==> config.mk <==
export PLATFORM = sky130hd
export DESIGN_NAME = gfx_bus_master
export DESIGN_NICKNAME = d
export VERILOG_FILES = /design/src/rtl/gfx_bus_pkg.sv /design/src/rtl/gfx_req_fifo.sv /design/src/rtl/gfx_bus_master.sv
export SDC_FILE = /design/constraint.sdc
export NUM_CORES = 1
export LEC_CHECK = 0
export ABC_AREA = 1
export BUFFER_PORTS_ARGS = -buffer_cell sky130_fd_sc_hd__buf_2
export CAP_MARGIN = 10
export CELL_PAD_IN_SITES_DETAIL_PLACEMENT = 2
export CELL_PAD_IN_SITES_GLOBAL_PLACEMENT = 2
export CORE_ASPECT_RATIO = 2
export CORE_MARGIN = 1
export CORE_UTILIZATION = 38
export CTS_CLUSTER_DIAMETER = 150
export CTS_CLUSTER_SIZE = 40
export DETAILED_ROUTE_END_ITERATION = 8
export GPL_TIMING_DRIVEN = 0
export PLACE_DENSITY = 0.93
export SLEW_MARGIN = 30
export SYNTH_ARGS = -nofsm -noshare
export SYNTH_HDL_FRONTEND = slang
export SYNTH_SLANG_ARGS = --single-unit
==> constraint.sdc <==
create_clock -name clk -period 3.23 [get_ports clk]
set_input_delay 0.323 -clock clk [delete_from_list [all_inputs] [get_ports clk]]
set_output_delay 0.323 -clock clk [all_outputs]
set_load 0.1 [all_outputs]
==> src/rtl/gfx_bus_pkg.sv <==
// Shared register map and types for the graphics register-bus initiator.
// Read support is enabled with GFX_BUS_READ_EN.
package gfx_bus_pkg;

  localparam logic [3:0] REG_MODE    = 4'd0;
  localparam logic [3:0] REG_DATA    = 4'd1;
  localparam logic [3:0] REG_ADDR_LO = 4'd3;
  localparam logic [3:0] REG_ADDR_HI = 4'd4;

  typedef enum logic {
    IDLE   = 1'b0,
    ACTIVE = 1'b1
  } state_t;

  typedef struct packed {
    logic [3:0] rs;
    logic       we;
    logic [7:0] wdata;
  } req_t;

  localparam int REQ_W = $bits(req_t);

endpackage

==> src/rtl/gfx_req_fifo.sv <==
// Request FIFO: synchronous, registered full/empty flags.
// Latency 1 clk push-to-visible; full blocks pushes, pop ignored when empty.
// Backpressure: producer must hold push_vld until !full.
module gfx_req_fifo #(
  parameter int WIDTH = 13,
  parameter int DEPTH = 4
) (
  input  logic             clk,
  input  logic             rst_n,
  input  logic             push_vld,
  input  logic [WIDTH-1:0] push_dat,
  input  logic             pop_vld,
  output logic [WIDTH-1:0] pop_dat,
  output logic             full,
  output logic             empty
);

  localparam int AW = $clog2(DEPTH);
  localparam logic [AW-1:0] PTR_ONE = AW'(1);
  localparam logic [AW:0]   CNT_ONE = (AW+1)'(1);
  localparam logic [AW:0]   CNT_MAX = (AW+1)'(DEPTH);

  logic [WIDTH-1:0] mem [DEPTH];
  logic [AW-1:0]    wr_ptr, rd_ptr;
  logic [AW:0]      count;
  logic             do_push, do_pop;

  assign do_push = push_vld && !full;
  assign do_pop  = pop_vld && !empty;
  assign full    = (count == CNT_MAX);
  assign empty   = (count == '0);
  assign pop_dat = mem[rd_ptr];

  always_ff @(posedge clk) begin
    if (do_push) mem[wr_ptr] <= push_dat;
  end

  always_ff @(posedge clk or negedge rst_n) begin
    if (!rst_n) begin
      wr_ptr <= '0;
      rd_ptr <= '0;
      count  <= '0;
    end else begin
      if (do_push) wr_ptr <= wr_ptr + PTR_ONE;
      if (do_pop)  rd_ptr <= rd_ptr + PTR_ONE;
      case ({do_push, do_pop})
        2'b10:   count <= count + CNT_ONE;
        2'b01:   count <= count - CNT_ONE;
        default: count <= count;
      endcase
    end
  end

endmodule

==> src/rtl/gfx_bus_master.sv <==
// Register-bus initiator: FIFOs requests and replays each as one phi2 bus cycle.
// Latency 1..2*CLK_DIV+1 clk accept-to-bus; req_ready drops while the FIFO is full.
// GFX_BUS_READ_EN adds read cycles with data capture; otherwise every request is a write.
module gfx_bus_master
  import gfx_bus_pkg::*;
#(
  parameter int CLK_DIV    = 25,
  parameter int FIFO_DEPTH = 4
) (
  input  logic       clk,
  input  logic       rst_n,
  input  logic       req_valid,
  output logic       req_ready,
  input  logic [3:0] req_rs,
  input  logic       req_we,
  input  logic [7:0] req_wdata,
  output logic       rsp_valid,
  output logic [7:0] rsp_rdata,
  output logic       busy,
  output logic       phi2_o,
  output logic       cs_n_o,
  output logic [3:0] rs_o,
  output logic       wren_n_o,
  output logic [7:0] data_o,
  output logic       data_oe,
  input  logic [7:0] data_i
);

  localparam int CNT_W = $clog2(CLK_DIV);
  localparam logic [CNT_W-1:0] CNT_ONE = CNT_W'(1);
  localparam logic [CNT_W-1:0] CNT_MAX = CNT_W'(CLK_DIV - 1);

  logic [CNT_W-1:0] phase_cnt;
  logic             phi2_q;
  state_t           state_q, state_d;
  req_t             push_dat, head_dat;
  logic             push_vld, fifo_full, fifo_empty;
  logic             launch_slot, capture_slot;
  logic             load_req, drop_bus;

  always_ff @(posedge clk or negedge rst_n) begin
    if (!rst_n) begin
      phase_cnt <= '0;
      phi2_q    <= 1'b0;
    end else if (phase_cnt == CNT_MAX) begin
      phase_cnt <= '0;
      phi2_q    <= ~phi2_q;
    end else begin
      phase_cnt <= phase_cnt + CNT_ONE;
    end
  end

  assign phi2_o       = phi2_q;
  assign launch_slot  = !phi2_q && (phase_cnt == '0);
  assign capture_slot = phi2_q && (phase_cnt == CNT_MAX);

  assign req_ready      = !fifo_full;
  assign push_vld       = req_valid && !fifo_full;
  assign push_dat.rs    = req_rs;
  assign push_dat.wdata = req_wdata;
`ifdef GFX_BUS_READ_EN
  assign push_dat.we    = req_we;
`else
  assign push_dat.we    = 1'b1;
`endif

  gfx_req_fifo #(
    .WIDTH (REQ_W),
    .DEPTH (FIFO_DEPTH)
  ) u_fifo (
    .clk      (clk),
    .rst_n    (rst_n),
    .push_vld (push_vld),
    .push_dat (push_dat),
    .pop_vld  (load_req),
    .pop_dat  (head_dat),
    .full     (fifo_full),
    .empty    (fifo_empty)
  );

  always_ff @(posedge clk or negedge rst_n) begin
    if (!rst_n) state_q <= IDLE;
    else        state_q <= state_d;
  end

  always_comb begin
    state_d = state_q;
    if (launch_slot) state_d = fifo_empty ? IDLE : ACTIVE;
  end

  always_comb begin
    load_req = 1'b0;
    drop_bus = 1'b0;
    if (launch_slot) begin
      if (!fifo_empty)            load_req = 1'b1;
      else if (state_q == ACTIVE) drop_bus = 1'b1;
    end
  end

  assign busy = !fifo_empty || (state_q == ACTIVE);

  // Bus pins only move after the launch slot, giving one clk of hold past phi2 fall.
  always_ff @(posedge clk or negedge rst_n) begin
    if (!rst_n) begin
      cs_n_o   <= 1'b1;
      rs_o     <= '0;
      wren_n_o <= 1'b1;
      data_o   <= '0;
    end else if (load_req) begin
      cs_n_o   <= 1'b0;
      rs_o     <= head_dat.rs;
      wren_n_o <= ~head_dat.we;
      if (head_dat.we) data_o <= head_dat.wdata;
    end else if (drop_bus) begin
      cs_n_o   <= 1'b1;
      wren_n_o <= 1'b1;
    end
  end

`ifdef GFX_BUS_READ_EN
  always_ff @(posedge clk or negedge rst_n) begin
    if (!rst_n) begin
      data_oe <= 1'b0;
    end else if (load_req) begin
      data_oe <= head_dat.we;
    end else if (drop_bus) begin
      data_oe <= 1'b0;
    end
  end

  always_ff @(posedge clk or negedge rst_n) begin
    if (!rst_n) begin
      rsp_valid <= 1'b0;
      rsp_rdata <= '0;
    end else if (capture_slot && !cs_n_o && wren_n_o) begin
      rsp_valid <= 1'b1;
      rsp_rdata <= data_i;
    end else begin
      rsp_valid <= 1'b0;
    end
  end
`else
  logic unused_rd;
  assign unused_rd = ^{req_we, data_i, capture_slot};
  assign data_oe   = ~cs_n_o;
  assign rsp_valid = 1'b0;
  assign rsp_rdata = '0;
`endif

endmodule

==> results.py <==
metrics = {
    "status": {
        "outcome": "complete, no violations",
    },
    "worst_setup_path": {
        "crit_chain": "inv_1, ha_1, nand3_2, nor2_4, buf_6, ha_1, fa_1, nand2_1, o21ai_0",
        "crit_required_ns": 3.44,
        "crit_top_cell": "ha_1",
        "ff2ff_setup_slack_ns": 1.0,
        "cp_top_family": "adder cells",
        "cp.buffers_inverters": 2,
        "path_class": "register to register",
        "arrival_ns": 2.44,
        "path_max_fanout": 10,
        "cp-end-kind": "register",
        "cp_slowest_stage_delay_ns": 0.44,
        "cp_slowest_cell": "fa_1",
        "cp-start-kind": "register",
    },
    "timing": {
        "setup_tns_ns": 0,
        "setup_violations": 0,
        "worstMarginPinSlew_ns": 0.826,
        "relSlewSlack_pct": 44.9,
        "max_freq_ghz": 0.448,
        "whs_ns": 0.0155,
        "fin_skew_ns": 0.00907,
        "fin_crit_sh_pct": 69.1,
        "maxSlewViolCount": 0,
        "fin_crit_ns": 2.23,
        "finalHoldViolCount": 0,
        "rsz0062_at_grt": "no",
        "layout_setup_ws_ns": 0.999,
    },
    "yosys": {
        "ys_types": 23,
        "synth_flop_cell": "edfxtp_1",
        "synth.most_common_cell": "nand2_1",
        "syn_inst": 345,
        "synth.avg_cell_area_sq_um": 9.80,
        "synth_seq_cells": 75,
        "synth.yosys.seq_area_share_pct": 62.7,
        "synth_top_cell_by_area": "edfxtp_1",
        "synth-edff-count": 48,
        "yosys-top-cells-count": "nand2_1, inv_1, edfxtp_1",
        "yosysWarnings": 0,
        "synth_top_area_share_pct": 42.7,
        "synthArstFlopShare_pct": 36.0,
        "synth_area_sq_mm": 0.00338,
        "ys_top_cells_by_area": "edfxtp_1, dfrtp_1, nand2_1",
    },
    "power_and_ir_drop": {
        "p_leak_nw": 1.97,
        "power.density_mw_per_mm2": 710,
        "vdd_drop_max_mv": 0.482,
        "total_power_mw": 2.87,
    },
    "grt": {
        "grt_remaining_overflow": 0,
        "grt_pass1_vias": 2783,
        "grt_pass1_wl_mm": 15.4,
        "antenna_found_initial": 0,
        "grtUsageTotal_pct": 24.9,
        "grt_max_degree": 28,
    },
    "clocking": {
        "numCtsBuffers": 9,
        "hold_buffers": 0,
        "cts_resized": 0,
        "numClockSinks": 75,
        "worst_skew_pair.late_latency_ns": 0.34,
        "postCtsSetupRepairBufs": 0,
        "path_clk_slew_ns": 0.06,
        "cts-root-buf": "clkbuf_16",
        "cts_tree": "yes",
        "clock_path_buffers": 2,
        "h-tree-depth": 3,
    },
    "floorplanning": {
        "start_util_pct": 39.1,
        "die_x_um": 68.7,
        "num_io_pins": 51,
        "die_height_um": 135,
        "dieArea_sq_mm": 0.00930,
        "rows": 48,
        "core_area_sq_mm": 0.00865,
    },
    "detailed_routing": {
        "antenna_left": 0,
        "num_vias": 2500,
        "drc": 0,
        "via_per_inst": 4.99,
        "drtPass1Iterations": 4,
        "drt_iter0_drc": 109,
        "drt-total-wl_mm": 10.0,
        "wl_per_cell_um": 20.0,
    },
    "placement": {
        "dp_slack_ns": 1.04,
        "globalplace.congestion": 0.749,
        "hpwlAfterDp_mm": 6.78,
        "port_buffers": 32,
    },
    "layout": {
        "n_antenna_cell": 0,
        "multiInputGateArea_sq_um": 895,
        "nNetsFinal": 428,
        "area_growth_pct": 19.6,
        "seq_area_sq_mm": 0.00212,
        "final_layout_size_suffix_gt1_share_pct": 20.0,
        "nFillCells": 923,
    },
    "worst_hold_path": {
        "hp-class": "primary input to asynchronous set/reset pin",
    },
    "run": {
        "drv_cap": 0,
    },
}
==> routing by layer <==
layer | global-route usage [%] | wire length (um) | vias to the layer above
met1 | 23.4 | 3380 | 1283
met4 | 14.7 | 414 | 0
met5 | 0 | 0 | -
met2 | 46.0 | 6010 | 47
met3 | 5.56 | 231 | 27
li1 | - | - | 1143
==> cells by family (layout without fill, tap and decap cells) <==
group	Yosys count	in the layout	synth area share, %
fa+ha+maj	8	8	3.18
compound gates	6	6	0.888
xor+xnor	6	6	1.56
other cells	1	9	0.111
simple gates	158	158	19.5
flops	75	75	62.7
buf+inv	91	139	12.0
==> placed cells by master, fill, tap and decap left out, types with 2 or more instances in the layout <==
cell type    n
nand3_1     30
dfrtp_1     26
a21oi_1      3
bufinv_16    2
ha_1         7
buf_2       36
clkbuf_8     3
nand3_2      2
nand2_1    111
conb_1       9
buf_4       14
clkbuf_16    9
xnor2_1      3
nor2_2       5
nand4_1      2
nor2_1       6
inv_1       68
xor2_1       3
inv_2        4
edfxtp_1    48
o21ai_0      3
==> sequential cells by signal, summed over array words and instances, names as in the netlist <==
register,cells
u_fifo.mem,48
cs_n_o,1
data_o,8
phase_cnt,5
state_q,1
phi2_o,1
rs_o,4
u_fifo.rd_ptr,2
u_fifo.wr_ptr,2
u_fifo.count,3
==> report_power, final <==
| part | internal, mW | total [mW] | switching (mW) |
|---|---|---|---|
| clock | 0.737 | 1.12 | 0.387 |
| combinational | 0.116 | 0.488 | 0.372 |
| sequential | 1.19 | 1.26 | 0.0684 |
| total | 2.04 | 2.87 | 0.828 |
==> stage by stage <==
| stage | util [%] | instance area [sq um] | instances |
|---|---|---|---|
| after floorplan | - | 3410 | 353 |
| after global placement | 42.7 | 3690 | 485 |
| after detailed placement | 42.8 | 3700 | 485 |
| after CTS | 46.7 | 4040 | 501 |
| after global routing | 46.7 | 4040 | 501 |
| final | 46.7 | 4040 | 501 |
==> path summary, 6_finish.rpt <==
| check | start | to | depth (start not counted) |
|---|---|---|---|
| worst max-delay path | phase_cnt[0] | u_fifo.count[1] | 9 |
| worst min-delay path | rst_n | data_o[0] | 1 |
| worst max register to register | phase_cnt[0] | u_fifo.count[1] | 9 |
| worst min register to register | data_o[5] | data_o[5] | 2 |
| max in group asynchronous | rst_n | u_fifo.count[2] | 1 |
| min in group clk | req_rs[3] | u_fifo.mem[3][11] | 1 |
==> layout make-up <==
| cell class | instances | share of cell area (%) |
|---|---|---|
| flip-flops and latches | 75 | 52.4 |
| multi-input cells | 187 | 22.1 |
| inverters | 72 | 6.69 |
| clock buffers | 12 | 6.59 |
| repair buffers | 32 | 3.96 |
| plain buffers | 19 | 3.37 |
| well taps | 100 | 3.10 |
| clock inverters | 4 | 1.76 |
Note: power is estimated with default switching activity, not from simulation.
